File: src/rtl/gba_ds_fifo_if.sv
// Bundle of IO-bus push signals and direct_sound consumer signals for one Direct Sound FIFO.
// Status outputs exist only when GBA_DS_FIFO_STATUS_EN is defined.
interface gba_ds_fifo_if;
    logic [11:0] io_addr;
    logic        io_write;
    logic [31:0] bus_wdata;
    logic        FIFO_re;
    logic        FIFO_clr;
    logic [31:0] FIFO_val;
    logic [3:0]  FIFO_size;
    logic        fifo_low;
    logic        fifo_full;
`ifdef GBA_DS_FIFO_STATUS_EN
    logic        fifo_ovf;
    logic        fifo_unf;
    logic [7:0]  ovf_count;

    modport master (
        output io_addr, io_write, bus_wdata, FIFO_re, FIFO_clr,
        input  FIFO_val, FIFO_size, fifo_low, fifo_full, fifo_ovf, fifo_unf, ovf_count
    );
    modport slave (
        input  io_addr, io_write, bus_wdata, FIFO_re, FIFO_clr,
        output FIFO_val, FIFO_size, fifo_low, fifo_full, fifo_ovf, fifo_unf, ovf_count
    );
`else
    modport master (
        output io_addr, io_write, bus_wdata, FIFO_re, FIFO_clr,
        input  FIFO_val, FIFO_size, fifo_low, fifo_full
    );
    modport slave (
        input  io_addr, io_write, bus_wdata, FIFO_re, FIFO_clr,
        output FIFO_val, FIFO_size, fifo_low, fifo_full
    );
`endif
endinterface

File: src/rtl/gba_ds_fifo.sv
// Eight-word show-ahead sample FIFO for one GBA Direct Sound channel.
// Optional sticky overflow/underflow status is enabled by defining GBA_DS_FIFO_STATUS_EN.
module gba_ds_fifo #(
    parameter logic [11:0] FIFO_ADDR = 12'h0A0,
    parameter int          DEPTH     = 8
) (
    input logic           gba_clk,
    input logic           reset,
    gba_ds_fifo_if.slave  bus
);
    localparam int            AW       = $clog2(DEPTH);
    localparam logic [AW:0]   FULL_CNT = (AW+1)'(DEPTH);
    localparam logic [AW:0]   LOW_CNT  = (AW+1)'(DEPTH / 2);

    logic [31:0]   r_mem [0:DEPTH-1];
    logic [AW-1:0] r_wr_ptr;
    logic [AW-1:0] r_rd_ptr;
    logic [AW:0]   r_count;

    logic          w_push_req;
    logic          w_pop;
    logic          w_push;
    logic          w_empty;
    logic [AW-1:0] w_wr_idx;
    logic          w_unused;

    assign w_unused   = &{1'b0, bus.io_addr[1:0]};
    assign w_empty    = (r_count == '0);
    assign w_push_req = bus.io_write && (bus.io_addr[11:2] == FIFO_ADDR[11:2]);
    // A clear discards any pop; a pop in the same cycle frees a slot for a push at full.
    assign w_pop      = bus.FIFO_re && !w_empty && !bus.FIFO_clr;
    assign w_push     = w_push_req && (bus.FIFO_clr || (r_count != FULL_CNT) || w_pop);
    assign w_wr_idx   = bus.FIFO_clr ? '0 : r_wr_ptr;

    always_ff @(posedge gba_clk) begin
        if (!reset) begin
            r_wr_ptr <= '0;
            r_rd_ptr <= '0;
            r_count  <= '0;
        end else if (bus.FIFO_clr) begin
            r_rd_ptr <= '0;
            r_wr_ptr <= w_push ? AW'(1) : '0;
            r_count  <= w_push ? (AW+1)'(1) : '0;
        end else begin
            if (w_push) r_wr_ptr <= r_wr_ptr + AW'(1);
            if (w_pop)  r_rd_ptr <= r_rd_ptr + AW'(1);
            if (w_push && !w_pop)      r_count <= r_count + (AW+1)'(1);
            else if (w_pop && !w_push) r_count <= r_count - (AW+1)'(1);
        end
    end

    // Sample storage is never cleared; only the pointers and count define validity.
    always_ff @(posedge gba_clk) begin
        if (reset && w_push) r_mem[w_wr_idx] <= bus.bus_wdata;
    end

    assign bus.FIFO_val  = w_empty ? 32'h0 : r_mem[r_rd_ptr];
    assign bus.FIFO_size = 4'(r_count);
    assign bus.fifo_low  = (r_count <= LOW_CNT);
    assign bus.fifo_full = (r_count == FULL_CNT);

`ifdef GBA_DS_FIFO_STATUS_EN
    logic       r_ovf;
    logic       r_unf;
    logic [7:0] r_ovf_count;
    logic       w_drop;
    logic       w_unf;

    assign w_drop = w_push_req && !w_push;
    // A pop against an empty FIFO is not an underflow when a push lands in the same cycle.
    assign w_unf  = bus.FIFO_re && w_empty && !w_push_req;

    always_ff @(posedge gba_clk) begin
        if (!reset || bus.FIFO_clr) begin
            r_ovf       <= 1'b0;
            r_unf       <= 1'b0;
            r_ovf_count <= 8'h00;
        end else begin
            if (w_drop) r_ovf <= 1'b1;
            if (w_unf)  r_unf <= 1'b1;
            if (w_drop && (r_ovf_count != 8'hFF)) r_ovf_count <= r_ovf_count + 8'h01;
        end
    end

    assign bus.fifo_ovf  = r_ovf;
    assign bus.fifo_unf  = r_unf;
    assign bus.ovf_count = r_ovf_count;
`endif
endmodule

File: src/flat_wrapper.sv
// flat-port wrapper written by rule: the top's interface ports become plain ports
module gba_ds_fifo_flat 
#(
    parameter logic [11:0] FIFO_ADDR = 12'h0A0,
    parameter int          DEPTH     = 8
)
  (gba_clk, reset, bus_io_addr, bus_io_write, bus_bus_wdata, bus_FIFO_re, bus_FIFO_clr, bus_FIFO_val, bus_FIFO_size, bus_fifo_low, bus_fifo_full);
  gba_ds_fifo_if bus_i ();
  input logic gba_clk;
  input logic reset;
  input wire logic [$bits(bus_i.io_addr)-1:0] bus_io_addr;
  input wire logic [$bits(bus_i.io_write)-1:0] bus_io_write;
  input wire logic [$bits(bus_i.bus_wdata)-1:0] bus_bus_wdata;
  input wire logic [$bits(bus_i.FIFO_re)-1:0] bus_FIFO_re;
  input wire logic [$bits(bus_i.FIFO_clr)-1:0] bus_FIFO_clr;
  output wire logic [$bits(bus_i.FIFO_val)-1:0] bus_FIFO_val;
  output wire logic [$bits(bus_i.FIFO_size)-1:0] bus_FIFO_size;
  output wire logic [$bits(bus_i.fifo_low)-1:0] bus_fifo_low;
  output wire logic [$bits(bus_i.fifo_full)-1:0] bus_fifo_full;
  assign bus_i.io_addr = bus_io_addr;
  assign bus_i.io_write = bus_io_write;
  assign bus_i.bus_wdata = bus_bus_wdata;
  assign bus_i.FIFO_re = bus_FIFO_re;
  assign bus_i.FIFO_clr = bus_FIFO_clr;
  assign bus_FIFO_val = bus_i.FIFO_val;
  assign bus_FIFO_size = bus_i.FIFO_size;
  assign bus_fifo_low = bus_i.fifo_low;
  assign bus_fifo_full = bus_i.fifo_full;
  gba_ds_fifo #(.FIFO_ADDR(FIFO_ADDR), .DEPTH(DEPTH)) u_core (.gba_clk(gba_clk), .reset(reset), .bus(bus_i));
endmodule
File: config.mk
export PLATFORM = sky130hd
export DESIGN_NAME = gba_ds_fifo_flat
export DESIGN_NICKNAME = d
export VERILOG_FILES = /design/src/rtl/gba_ds_fifo_if.sv /design/src/rtl/gba_ds_fifo.sv /design/src/flat_wrapper.sv
export SDC_FILE = /design/constraint.sdc
export NUM_CORES = 1
export LEC_CHECK = 0
export CAP_MARGIN = 0
export CELL_PAD_IN_SITES_DETAIL_PLACEMENT = 0
export CELL_PAD_IN_SITES_GLOBAL_PLACEMENT = 2
export CORE_MARGIN = 5
export CORE_UTILIZATION = 40
export DETAILED_ROUTE_END_ITERATION = 8
export PLACE_DENSITY_LB_ADDON = 0.05
export SYNTH_ARGS = -nofsm -noshare
export SYNTH_HDL_FRONTEND = slang
export SYNTH_SLANG_ARGS = --single-unit
export TNS_END_PERCENT = 20
File: constraint.sdc
create_clock -name gba_clk -period 8.9 [get_ports gba_clk]
set_clock_uncertainty 0.2 [all_clocks]
set_input_delay 1.78 -clock gba_clk [delete_from_list [all_inputs] [get_ports gba_clk]]
set_output_delay 1.78 -clock gba_clk [all_outputs]
set_load 0.01 [all_outputs]
==> run summary <==
Kind of critical path = register to output pin
Most frequent cells in the layout = edfxtp_1, clkdlybuf4s50_1, mux4_2, nor2_1, mux2i_1
CTS hold repair buffers = 0
Pint = 0.00211 W
Max-slew violations = 0
CP max stage delay = 0.78 ns
Reg clk slew, reported paths = 0.06 ns
Detailed Routing Iterations Pass 1 = 4
Worst VDD drop = 0.000211 V
Layout cells sized above 1 = 21.4%
Top cells by area, synth = edfxtp_1, mux4_2, mux2i_1, dfxtp_1, nor2_1
Pleak = 3.84 nW
Chip width = 172 um
Met2 usage = 24.8%
Pin count of the biggest net entering global routing = 65
Switching power = 0.000497 W
Comb power frac = 3.6%
Synthesized cell area = 10,500 um2
Slowest cell on crit path = buf_4
Critical-path maximum fanout = 42
Critical path data arrival time = 3.35 ns
Seq cells post-synth = 269
Rows = 59
# fillers = 2,111
Hold path startpoint = u_core.r_rd_ptr[1]
Synth-to-Final Area Change = 21.1%
Normalized max-slew margin = 31.9%
Die area = 29,500 um2
Routed Antenna Nets = 0
Post-synth ARST share = 0%
Bufs on Longest Clock Path = 3
R2R Setup Slk = 6.01 ns
Distinct cells, synth = 38
Die Y = 172 um
GR Util met1 = 19.3%
Net Count, Synth = 552
Hold Fails Final Rpt = 0
Met3 Usage GRT = 2.71%
PwrDens = 206 nW/um2
Via count = 4,932
Via-per-instance ratio = 5.15
Routability-driven placement congestion ratio = 0.677
Vias in the first global route = 5,411
CTS tree = built
Most common library cell in the layout ignoring fill and taps = edfxtp_1
Port Buf Inserts = 84
Final Worst Setup Slack = 3.57 ns
Postcts setup bufs = 0
CP required = 6.92 ns
RSZ-0062 raised after global routing = false
Cells along the critical path = buf_4 -> mux4_2 -> mux2i_1 -> nor2_1 -> clkdlybuf4s50_1
Core ar. = 25,900 um2
Setup crit end kind = output pin
Cell taking the most area after synthesis = edfxtp_1
Worst-case reg-to-reg path depth = 10
Post-synth EDFFs = 256
Synth top area share = 73.4%
Fin crit share = 59.9%
Run status = complete, no violations
Worst slack at placement = 3.96 ns
CTS H-Tree Depth = 1
Worst skew pair latency = 0.52 ns
Total grt overflow = 0
Hold Path Stages = 2
Root Driver = clkbuf_16
Avg Inst Size Synth = 21.0 um2
Fmax = 0.188 GHz
1st-iter DRT viols = 375
Tmin final = 5.33 ns
Sequential share of power = 53.2%
Clock power share = 43.2%
CTS resizes = 0
Max cap viols = 0
Syn Inst Count = 498
Initial antenna violation count = 0
Synth Flop Type = edfxtp_1
Drt drc = 0
Worst hold path class = register to register
Tightest Pin Transition = 1.02 ns
Total routed wirelength = 20,800 um
CP Launch Type = register
Fin util = 49.0%
Initial Util = 40.4%
RR Endpoint = u_core.bus.FIFO_size[3]
Final net count = 653
Reg2Reg Launch Point = u_core.bus.FIFO_size[3]
Sequential element share of the synthesized area = 75.9%
Setup-failing EPs final = 0
Setup TNS = 0 ns
TritonCTS Sinks = 269
Most Crowded Layer GR = met2
Switching share of total power = 19.1%
# IOs = 87
Overall Global Routing Usage = 14.4%
Num CTS Buffers = 28
DP Wirelength = 10,700 um
WL/cell = 21.8 um
First-pass GRT wire length = 31,800 um
YS warnings = 0
[state kept, by name, summed over array words and instances, names as in the netlist, named ones only]
register              cells
u_core.r_mem            256
u_core.bus.FIFO_size      4
u_core.r_rd_ptr           3
u_core.r_wr_ptr           3
[metrics by stage]
step,total power (W),instance area (um2),instances,hold slack (ns)
after global routing,0.00270,12700,956,0.338
after CTS,0.00264,12700,956,0.303
after detailed placement,0.00151,11800,904,0.294
after global placement,0.00151,11800,904,0.281
after floorplan,0.00145,10500,498,0.272
final,0.00261,12700,957,0.296
[final cells by class]
cell class                      instances  area, um2  area share (%)
Clock inverter                         18        158            1.24
Multi-Input combinational cell        200       2460            19.4
Timing Repair Buffer                   95        923            7.28
Sequential cell                       269       7960            62.7
Antenna cell                            1       2.50          0.0197
Clock buffer                           34        744            5.87
Inverter                                5       18.8           0.148
Tap cell                              335        419            3.30
[power groups by stage]
stage | Combinational [W] | Clock [W] | Sequential [W]
floorplan | 0.0000327 | 0 | 0.00141
global placement | 0.0000942 | 0 | 0.00141
detailed placement | 0.0000964 | 0 | 0.00141
CTS | 0.0000967 | 0.00116 | 0.00139
global route | 0.000103 | 0.00121 | 0.00139
finish | 0.0000938 | 0.00113 | 0.00139
[cell usage after synthesis, types with 4 or more instances]
master    instances
xnor2_1           5
ha_1              4
nand2_1           5
mux2i_1          35
mux4_2           64
buf_2             7
dfxtp_1          13
clkbuf_1         11
inv_1             5
edfxtp_1        256
buf_1             5
nor2_1           49
[routing by layer]
layer  share of wire, %  up-vias  wire length (um)
met5                  0        -                 0
met4                1.4        0               299
met3                4.6       20               963
met2                 51       92             10700
met1                 43     2585              8920
li1                   -     2235                 -
[worst max-delay path, delay by kind of cell (launching register included)]
kind | cells | cell delay [ns]
and+or+nand+nor | 1 | 0.08
muxes | 2 | 0.77
buffers and inverters | 2 | 1.28
DFF | 1 | 0.65
[worst max path at each step]
stage	from	to	cells past startpoint
finish	register	bus_FIFO_val[12]	5
global route	register	bus_FIFO_val[20]	5
CTS	register	bus_FIFO_val[1]	5
detailed placement	register	bus_FIFO_val[1]	5
global placement	register	bus_FIFO_val[1]	5
floorplan	bus_io_addr[3]	u_core.r_mem[7][0]	6
[cells by family after synthesis]
| kind of cell | Yosys count | synth area share (%) |
|---|---|---|
| flip-flops | 269 | 75.9 |
| multiplexers | 99 | 17.1 |
| AND/OR/NAND/NOR | 76 | 3.64 |
| buffers and inverters | 29 | 1.19 |
| AO/OA/AOI/OAI | 13 | 0.908 |
| XOR/XNOR | 7 | 0.585 |
| adder cells (fa/ha/maj) | 5 | 0.669 |
(Power assumes the default switching activity.)
